**src/rtl/ysyx_2022040010_mem_arbiter_pkg.sv**
```systemverilog
// Shared encodings for the IFU/LSU data-SRAM arbiter.
// Also holds helpers that size the request payload bus.
package ysyx_2022040010_mem_arbiter_pkg;

  localparam logic [1:0] ST_IDLE = 2'd0;
  localparam logic [1:0] ST_REQ  = 2'd1;
  localparam logic [1:0] ST_RESP = 2'd2;

  localparam logic OWN_LSU = 1'b0;
  localparam logic OWN_IFU = 1'b1;

  localparam int ADDR_W_DEF     = 64;
  localparam int DATA_W_DEF     = 64;
  localparam int STARVE_MAX_DEF = 4;

  // Width of the request payload {addr, we, wdata, wmask}.
  function automatic int req_bus_w(input int addr_w, input int data_w);
    return addr_w + 1 + data_w + data_w / 8;
  endfunction

endpackage

```
**src/rtl/ysyx_2022040010_mem_arbiter_if.sv**
```systemverilog
// Requester and downstream memory handshake bundle for the data-SRAM arbiter.
// The slave modport is the arbiter's view; master is the surrounding pipeline/memory.
interface ysyx_2022040010_mem_arbiter_if #(
  parameter int ADDR_W = 64,
  parameter int DATA_W = 64
);
  logic                  ifu_req_valid;
  logic                  ifu_req_ready;
  logic [ADDR_W-1:0]     ifu_req_addr;
  logic                  ifu_resp_valid;
  logic [DATA_W-1:0]     ifu_resp_rdata;

  logic                  lsu_req_valid;
  logic                  lsu_req_ready;
  logic [ADDR_W-1:0]     lsu_req_addr;
  logic                  lsu_req_we;
  logic [DATA_W-1:0]     lsu_req_wdata;
  logic [DATA_W/8-1:0]   lsu_req_wmask;
  logic                  lsu_resp_valid;
  logic [DATA_W-1:0]     lsu_resp_rdata;

  logic                  mem_req_valid;
  logic                  mem_req_ready;
  logic [ADDR_W-1:0]     mem_req_addr;
  logic                  mem_req_we;
  logic [DATA_W-1:0]     mem_req_wdata;
  logic [DATA_W/8-1:0]   mem_req_wmask;
  logic                  mem_resp_valid;
  logic [DATA_W-1:0]     mem_resp_rdata;

  modport slave (
    input  ifu_req_valid, ifu_req_addr,
    output ifu_req_ready, ifu_resp_valid, ifu_resp_rdata,
    input  lsu_req_valid, lsu_req_addr, lsu_req_we, lsu_req_wdata, lsu_req_wmask,
    output lsu_req_ready, lsu_resp_valid, lsu_resp_rdata,
    output mem_req_valid, mem_req_addr, mem_req_we, mem_req_wdata, mem_req_wmask,
    input  mem_req_ready, mem_resp_valid, mem_resp_rdata
  );

  modport master (
    output ifu_req_valid, ifu_req_addr,
    input  ifu_req_ready, ifu_resp_valid, ifu_resp_rdata,
    output lsu_req_valid, lsu_req_addr, lsu_req_we, lsu_req_wdata, lsu_req_wmask,
    input  lsu_req_ready, lsu_resp_valid, lsu_resp_rdata,
    input  mem_req_valid, mem_req_addr, mem_req_we, mem_req_wdata, mem_req_wmask,
    output mem_req_ready, mem_resp_valid, mem_resp_rdata
  );
endinterface

```
**src/rtl/ysyx_2022040010_arb_prio.sv**
```systemverilog
// Fixed-priority LSU-over-IFU grant with a saturating starvation counter.
// Grants are combinational; only the counter is registered.
module ysyx_2022040010_arb_prio #(
  parameter int STARVE_MAX = 4
) (
  input  logic clk,
  input  logic rst,
  input  logic arb_en,
  input  logic ifu_valid,
  input  logic lsu_valid,
  output logic grant_ifu,
  output logic grant_lsu
);
  localparam int CNT_W = $clog2(STARVE_MAX + 1);

  logic [CNT_W-1:0] starve_cnt;
  logic             starved;

  assign starved   = (starve_cnt == CNT_W'(STARVE_MAX));
  assign grant_lsu = arb_en & lsu_valid & ~(ifu_valid & starved);
  assign grant_ifu = arb_en & ifu_valid & ~grant_lsu;

  // Only contested LSU wins count; any IFU win restarts the window.
  always_ff @(posedge clk) begin
    if (rst) begin
      starve_cnt <= '0;
    end else if (grant_ifu) begin
      starve_cnt <= '0;
    end else if (grant_lsu & ifu_valid & ~starved) begin
      starve_cnt <= starve_cnt + 1'b1;
    end
  end

endmodule

```
**src/rtl/ysyx_2022040010_mem_arbiter.sv**
```systemverilog
// Shares the single data-SRAM port between IFU and LSU, one transaction at a time.
// The FSM latches the winner's payload, drives the memory request and routes the response.
module ysyx_2022040010_mem_arbiter
  import ysyx_2022040010_mem_arbiter_pkg::*;
#(
  parameter int ADDR_W     = ADDR_W_DEF,
  parameter int DATA_W     = DATA_W_DEF,
  parameter int STARVE_MAX = STARVE_MAX_DEF
) (
  input  logic clk,
  input  logic rst,
  ysyx_2022040010_mem_arbiter_if.slave bus,
  output logic busy
);
  localparam int MASK_W = DATA_W / 8;
  localparam int REQ_W  = req_bus_w(ADDR_W, DATA_W);

  logic [1:0]        state;
  logic              owner;
  logic [REQ_W-1:0]  req_q;
  logic [REQ_W-1:0]  req_d;
  logic              grant_ifu;
  logic              grant_lsu;
  logic              ifu_resp_valid_q;
  logic              lsu_resp_valid_q;
  logic [DATA_W-1:0] ifu_resp_rdata_q;
  logic [DATA_W-1:0] lsu_resp_rdata_q;

  ysyx_2022040010_arb_prio #(.STARVE_MAX(STARVE_MAX)) u_prio (
    .clk       (clk),
    .rst       (rst),
    .arb_en    (state == ST_IDLE),
    .ifu_valid (bus.ifu_req_valid),
    .lsu_valid (bus.lsu_req_valid),
    .grant_ifu (grant_ifu),
    .grant_lsu (grant_lsu)
  );

  // Fetches are read-only, so their write fields are forced to zero.
  always_comb begin
    if (grant_ifu) begin
      req_d = {bus.ifu_req_addr, 1'b0, {DATA_W{1'b0}}, {MASK_W{1'b0}}};
    end else begin
      req_d = {bus.lsu_req_addr, bus.lsu_req_we, bus.lsu_req_wdata, bus.lsu_req_wmask};
    end
  end

  always_ff @(posedge clk) begin
    if (rst) begin
      state            <= ST_IDLE;
      owner            <= OWN_LSU;
      // NOTE: the payload is a handful of flops, not a RAM, so clearing it on reset is cheap and keeps the memory outputs at 0.
      req_q            <= '0;
      ifu_resp_valid_q <= 1'b0;
      lsu_resp_valid_q <= 1'b0;
      ifu_resp_rdata_q <= '0;
      lsu_resp_rdata_q <= '0;
    end else begin
      // NOTE: non-blocking everywhere here; the pulse defaults below are overridden later in the same block.
      ifu_resp_valid_q <= 1'b0;
      lsu_resp_valid_q <= 1'b0;
      case (state)
        ST_IDLE: begin
          if (grant_ifu | grant_lsu) begin
            req_q <= req_d;
            owner <= grant_ifu ? OWN_IFU : OWN_LSU;
            state <= ST_REQ;
          end
        end
        ST_REQ: begin
          if (bus.mem_req_ready) state <= ST_RESP;
        end
        ST_RESP: begin
          if (bus.mem_resp_valid) begin
            state <= ST_IDLE;
            if (owner == OWN_IFU) begin
              ifu_resp_valid_q <= 1'b1;
              ifu_resp_rdata_q <= bus.mem_resp_rdata;
            end else begin
              lsu_resp_valid_q <= 1'b1;
              lsu_resp_rdata_q <= bus.mem_resp_rdata;
            end
          end
        end
        default: state <= ST_IDLE;
      endcase
    end
  end

  assign bus.ifu_req_ready  = grant_ifu;
  assign bus.lsu_req_ready  = grant_lsu;
  assign bus.ifu_resp_valid = ifu_resp_valid_q;
  assign bus.ifu_resp_rdata = ifu_resp_rdata_q;
  assign bus.lsu_resp_valid = lsu_resp_valid_q;
  assign bus.lsu_resp_rdata = lsu_resp_rdata_q;
  assign bus.mem_req_valid  = (state == ST_REQ);
  assign {bus.mem_req_addr, bus.mem_req_we, bus.mem_req_wdata, bus.mem_req_wmask} = req_q;
  assign busy               = (state != ST_IDLE);

endmodule
```
**src/flat_wrapper.sv**
```systemverilog
// flat-port wrapper written by rule: the top's interface ports become plain ports
module ysyx_2022040010_mem_arbiter_flat import ysyx_2022040010_mem_arbiter_pkg::*;
#(
  parameter int ADDR_W     = ADDR_W_DEF,
  parameter int DATA_W     = DATA_W_DEF,
  parameter int STARVE_MAX = STARVE_MAX_DEF
)
  (clk, rst, busy, bus_ifu_req_valid, bus_ifu_req_addr, bus_ifu_req_ready, bus_ifu_resp_valid, bus_ifu_resp_rdata, bus_lsu_req_valid, bus_lsu_req_addr, bus_lsu_req_we, bus_lsu_req_wdata, bus_lsu_req_wmask, bus_lsu_req_ready, bus_lsu_resp_valid, bus_lsu_resp_rdata, bus_mem_req_valid, bus_mem_req_addr, bus_mem_req_we, bus_mem_req_wdata, bus_mem_req_wmask, bus_mem_req_ready, bus_mem_resp_valid, bus_mem_resp_rdata);
  ysyx_2022040010_mem_arbiter_if #(.ADDR_W(ADDR_W), .DATA_W(DATA_W)) bus_i ();
  input  logic clk;
  input  logic rst;
  output logic busy;
  input wire logic [$bits(bus_i.ifu_req_valid)-1:0] bus_ifu_req_valid;
  input wire logic [$bits(bus_i.ifu_req_addr)-1:0] bus_ifu_req_addr;
  output wire logic [$bits(bus_i.ifu_req_ready)-1:0] bus_ifu_req_ready;
  output wire logic [$bits(bus_i.ifu_resp_valid)-1:0] bus_ifu_resp_valid;
  output wire logic [$bits(bus_i.ifu_resp_rdata)-1:0] bus_ifu_resp_rdata;
  input wire logic [$bits(bus_i.lsu_req_valid)-1:0] bus_lsu_req_valid;
  input wire logic [$bits(bus_i.lsu_req_addr)-1:0] bus_lsu_req_addr;
  input wire logic [$bits(bus_i.lsu_req_we)-1:0] bus_lsu_req_we;
  input wire logic [$bits(bus_i.lsu_req_wdata)-1:0] bus_lsu_req_wdata;
  input wire logic [$bits(bus_i.lsu_req_wmask)-1:0] bus_lsu_req_wmask;
  output wire logic [$bits(bus_i.lsu_req_ready)-1:0] bus_lsu_req_ready;
  output wire logic [$bits(bus_i.lsu_resp_valid)-1:0] bus_lsu_resp_valid;
  output wire logic [$bits(bus_i.lsu_resp_rdata)-1:0] bus_lsu_resp_rdata;
  output wire logic [$bits(bus_i.mem_req_valid)-1:0] bus_mem_req_valid;
  output wire logic [$bits(bus_i.mem_req_addr)-1:0] bus_mem_req_addr;
  output wire logic [$bits(bus_i.mem_req_we)-1:0] bus_mem_req_we;
  output wire logic [$bits(bus_i.mem_req_wdata)-1:0] bus_mem_req_wdata;
  output wire logic [$bits(bus_i.mem_req_wmask)-1:0] bus_mem_req_wmask;
  input wire logic [$bits(bus_i.mem_req_ready)-1:0] bus_mem_req_ready;
  input wire logic [$bits(bus_i.mem_resp_valid)-1:0] bus_mem_resp_valid;
  input wire logic [$bits(bus_i.mem_resp_rdata)-1:0] bus_mem_resp_rdata;
  assign bus_i.ifu_req_valid = bus_ifu_req_valid;
  assign bus_i.ifu_req_addr = bus_ifu_req_addr;
  assign bus_ifu_req_ready = bus_i.ifu_req_ready;
  assign bus_ifu_resp_valid = bus_i.ifu_resp_valid;
  assign bus_ifu_resp_rdata = bus_i.ifu_resp_rdata;
  assign bus_i.lsu_req_valid = bus_lsu_req_valid;
  assign bus_i.lsu_req_addr = bus_lsu_req_addr;
  assign bus_i.lsu_req_we = bus_lsu_req_we;
  assign bus_i.lsu_req_wdata = bus_lsu_req_wdata;
  assign bus_i.lsu_req_wmask = bus_lsu_req_wmask;
  assign bus_lsu_req_ready = bus_i.lsu_req_ready;
  assign bus_lsu_resp_valid = bus_i.lsu_resp_valid;
  assign bus_lsu_resp_rdata = bus_i.lsu_resp_rdata;
  assign bus_mem_req_valid = bus_i.mem_req_valid;
  assign bus_mem_req_addr = bus_i.mem_req_addr;
  assign bus_mem_req_we = bus_i.mem_req_we;
  assign bus_mem_req_wdata = bus_i.mem_req_wdata;
  assign bus_mem_req_wmask = bus_i.mem_req_wmask;
  assign bus_i.mem_req_ready = bus_mem_req_ready;
  assign bus_i.mem_resp_valid = bus_mem_resp_valid;
  assign bus_i.mem_resp_rdata = bus_mem_resp_rdata;
  ysyx_2022040010_mem_arbiter #(.ADDR_W(ADDR_W), .DATA_W(DATA_W), .STARVE_MAX(STARVE_MAX)) u_core (.clk(clk), .rst(rst), .bus(bus_i), .busy(busy));
endmodule
```
**config.mk**
```make
export PLATFORM = sky130hd
export DESIGN_NAME = ysyx_2022040010_mem_arbiter_flat
export DESIGN_NICKNAME = d
export VERILOG_FILES = /design/src/rtl/ysyx_2022040010_mem_arbiter_pkg.sv /design/src/rtl/ysyx_2022040010_mem_arbiter_if.sv /design/src/rtl/ysyx_2022040010_arb_prio.sv /design/src/rtl/ysyx_2022040010_mem_arbiter.sv /design/src/flat_wrapper.sv
export SDC_FILE = /design/constraint.sdc
export NUM_CORES = 1
export LEC_CHECK = 0
export BUFFER_PORTS_ARGS = -buffer_cell sky130_fd_sc_hd__buf_4
export CELL_PAD_IN_SITES_DETAIL_PLACEMENT = 1
export CELL_PAD_IN_SITES_GLOBAL_PLACEMENT = 1
export CORE_AREA = 2 2 210 212
export CTS_BUF_LIST = sky130_fd_sc_hd__clkbuf_8 sky130_fd_sc_hd__clkbuf_16
export CTS_CLUSTER_DIAMETER = 40
export DETAILED_ROUTE_END_ITERATION = 6
export DIE_AREA = 0 0 212 214
export PLACE_DENSITY_LB_ADDON = 0.1
export SLEW_MARGIN = 20
export SYNTH_ARGS = -nofsm -noshare
export SYNTH_HDL_FRONTEND = slang
export SYNTH_SLANG_ARGS = --single-unit
```
**constraint.sdc**
```tcl
create_clock -name clk -period 2.8 [get_ports clk]
set_clock_uncertainty 0.2 [all_clocks]
set_input_delay 0.84 -clock clk [delete_from_list [all_inputs] [get_ports clk]]
set_output_delay 0.84 -clock clk [all_outputs]
set_load 0.1 [all_outputs]
```
==> impl_metrics.json <==
{
  "end_kind": "output pin",
  "netlist_instances": 1326,
  "switching_share_pct": 32.0,
  "cts_tree": "done",
  "post-place-ws_ps": 5.92,
  "synthArstFlopShare_pct": 0,
  "drt_iter0_markers": 534,
  "use_met3_pct": 7.77,
  "peakVddDrop_uv": 424,
  "cts_buffer_depth": 3,
  "yosysSeqAreaShare_pct": 50.6,
  "cts_buffers": 53,
  "rsz0062_at_grt": "true",
  "grt_use_total_pct": 21.2,
  "setup_viol": 0,
  "fin_nets": 2085,
  "die_height_um": 214,
  "chipWidth_um": 212,
  "combPwrFrac_pct": 21.1,
  "synth_flop_cell": "dfxtp_1",
  "cap_violations": 0,
  "routed_wl_um": 49800,
  "synth_edf_count": 0,
  "p_sw_mw": 4.59,
  "port_buffers": 541,
  "clkPwrFrac_pct": 49.6,
  "yosysTopAreaCell": "dfxtp_1",
  "synth_cell_types": 36,
  "routedWlPerCell_um": 20.4,
  "core_area_mm2": 0.0429,
  "synth_nets": 1599,
  "fmax_mhz": 362,
  "crit_fanout": 2,
  "yosys_warnings": 0,
  "root_buffer": "clkbuf_16",
  "gp_congestion": 0.757,
  "outcome": "completed",
  "cp-start-kind": "flip-flop",
  "fillerInstances": 5028,
  "clk_latency_ps": 580,
  "post-route-min-period_ps": 2770,
  "drv_slew": 0,
  "setup_slack_ps": 34.3,
  "design.die.area_mm2": 0.0454,
  "vias": 11970,
  "drc": 0,
  "synth_area_per_cell_um2": 8.14,
  "grt_pass1_wl_um": 74600,
  "critical_path_required_ps": 1760,
  "grt_overflow": 0,
  "hpwlAfterDp_um": 33100,
  "htree_levels": 2,
  "gr-usage-met1_pct": 24.1,
  "internal-power_mw": 9.76,
  "io_pins": 542,
  "hp-class": "flip-flop to flip-flop",
  "synth_top_area_share_pct": 50.6,
  "rows": 76,
  "start_util_pct": 25.2,
  "antenna_found_initial": 7,
  "max_slew_margin_pct": 35.9,
  "grt_max_degree": 86,
  "grtUsageMet2_pct": 35.3,
  "layout-drive-gt1-share_pct": 37.6,
  "area_delta_synth_final_pct": 62.4,
  "setup_tns_ps": 0,
  "ant_nets": 0,
  "synth.area.top_cells": "dfxtp_1, a21oi_1, nand2_1, o21ai_0, a311oi_1",
  "grt_pass1_vias": 12095,
  "path_class": "flip-flop to output pin",
  "p_leak_nw": 7.13,
  "ys_seq_elements": 273,
  "dr.pass1.iters": 5,
  "max_slew.worst_pin.slew_ps": 959,
  "clkTransAtPathRegs_ps": 50,
  "seqPwrFrac_pct": 29.3,
  "netlist_area_mm2": 0.0108,
  "powerDensity_mw_per_mm2": 818,
  "top_usage_layer": "met2",
  "cts.sinks": 273,
  "min_period_over_period_pct": 98.8,
  "critPathArrivalTime_ps": 1730,
  "routed_via_density": 4.90,
  "hold_viol_final": 0
}
## worst max-delay path, cell delays in order (launching register included)
cell	delay, ps
dfxtp_2	330
inv_2	40
ha_4	150
a21bo_4	220
nand3_4	90
clkinvlp_4	130
buf_12	190
## worst paths after layout
kind                                 start                       endpoint  slack (ps)  cells past startpoint
max            u_core.u_prio.starve_cnt[1]              bus_ifu_req_ready          30                      6
min          u_core.bus.ifu_resp_rdata[43]  u_core.bus.ifu_resp_rdata[43]         250                      2
max reg2reg                u_core.state[1]               u_core.req_q[74]         470                      5
min reg2reg  u_core.bus.ifu_resp_rdata[43]  u_core.bus.ifu_resp_rdata[43]         250                      2
## synth_stat cells, types with 3 or more instances
master	count
o21ai_1	18
clkbuf_1	59
dfxtp_1	273
nand2_1	258
a21oi_1	270
buf_6	7
inv_1	4
nand4_1	64
clkbuf_2	4
a311oi_1	64
buf_4	4
nor2_1	4
or3_1	3
nor2_4	3
buf_1	7
nand3_1	75
o21ai_0	122
buf_2	67
## final cells by class
type                            instances  area (um^2)  share of cell area [%]
Antenna cell                            6         15.0                  0.0857
Clock buffer                           60         1450                    8.24
Clock inverter                         36          549                    3.13
Inverter                                5         25.0                   0.143
Multi-Input combinational cell        900         4690                    26.7
Sequential cell                       273         5470                    31.2
Tap cell                              585          732                    4.18
Timing Repair Buffer                  579         4610                    26.3
## metal layers
metal  up-vias  routed length (um)  share of wire [%]
met5         -                  13              0.026
met4         2                1810                3.6
met3       102                4270                8.6
met2       405               24200                 49
met1      5739               19500                 39
li1       5722                   -                  -
## stage by stage
step	instances	hold slack (ps)	util (%)	area [um^2]	total power, mW
finish	2444	252	40.9	17500	14.3
global route	2444	275	40.9	17500	14.9
CTS	2436	255	40.8	17500	14.5
detailed placement	2337	248	35.9	15400	7.30
global placement	2337	243	35.9	15400	7.27
floorplan	1326	270	-	10800	6.38
## sequential cells by signal (all words and copies together), names as in the netlist
register / count
u_core.bus.ifu_resp_rdata: 64
u_core.req_q: 137
u_core.owner: 1
u_core.bus.lsu_resp_rdata: 64
u_core.bus.lsu_resp_valid: 1
u_core.state: 2
u_core.u_prio.starve_cnt: 3
u_core.bus.ifu_resp_valid: 1
## power groups by stage
stage / Clock (mW) / Sequential [mW] / Combinational (mW)
after floorplan: 0 / 5.68 / 0.706
after global placement: 0 / 4.27 / 3.00
after detailed placement: 0 / 4.28 / 3.02
after CTS: 7.27 / 4.20 / 3.05
after global routing: 7.48 / 4.23 / 3.16
final: 7.11 / 4.20 / 3.03
## kinds of logic (layout without fill, tap and decap cells)
family / count (synthesis) / after routing / synth area share (%)
AND/OR/NAND/NOR: 418 / 418 / 17.6
adder cells (fa/ha/maj): 2 / 2 / 0.232
other: 0 / 6 / 0
AO/OA/AOI/OAI: 480 / 480 / 24.7
buffers and inverters: 153 / 680 / 6.77
flip-flops: 273 / 273 / 50.6
## placed cells by master (no fill, tap or decap), drive strengths merged, types with 2 or more instances in the layout
| cell | count |
|---|---|
| nand3 | 75 |
| diode | 6 |
| nand4 | 64 |
| inv | 12 |
| bufinv | 13 |
| clkinvlp | 8 |
| a311oi | 64 |
| nor2 | 7 |
| o21ai | 140 |
| clkbuf | 61 |
| or3 | 3 |
| a21bo | 2 |
| buf | 578 |
| or3b | 2 |
| ha | 2 |
| nand2 | 258 |
| dfxtp | 273 |
| a21oi | 270 |
| clkinv | 8 |
## timing repair
| item | in CTS | in global routing |
|---|---|---|
| pin swaps | 2 | 3 |
| endpoints found under the setup margin | 3 | 3 |
| hold buffers | 0 | 0 |
| gates resized for setup | 15 | 2 |
| endpoints found under the hold margin | 0 | 0 |
| buffers inserted | 3 | 2 |
No activity file was read; power rests on OpenSTA's default activity.
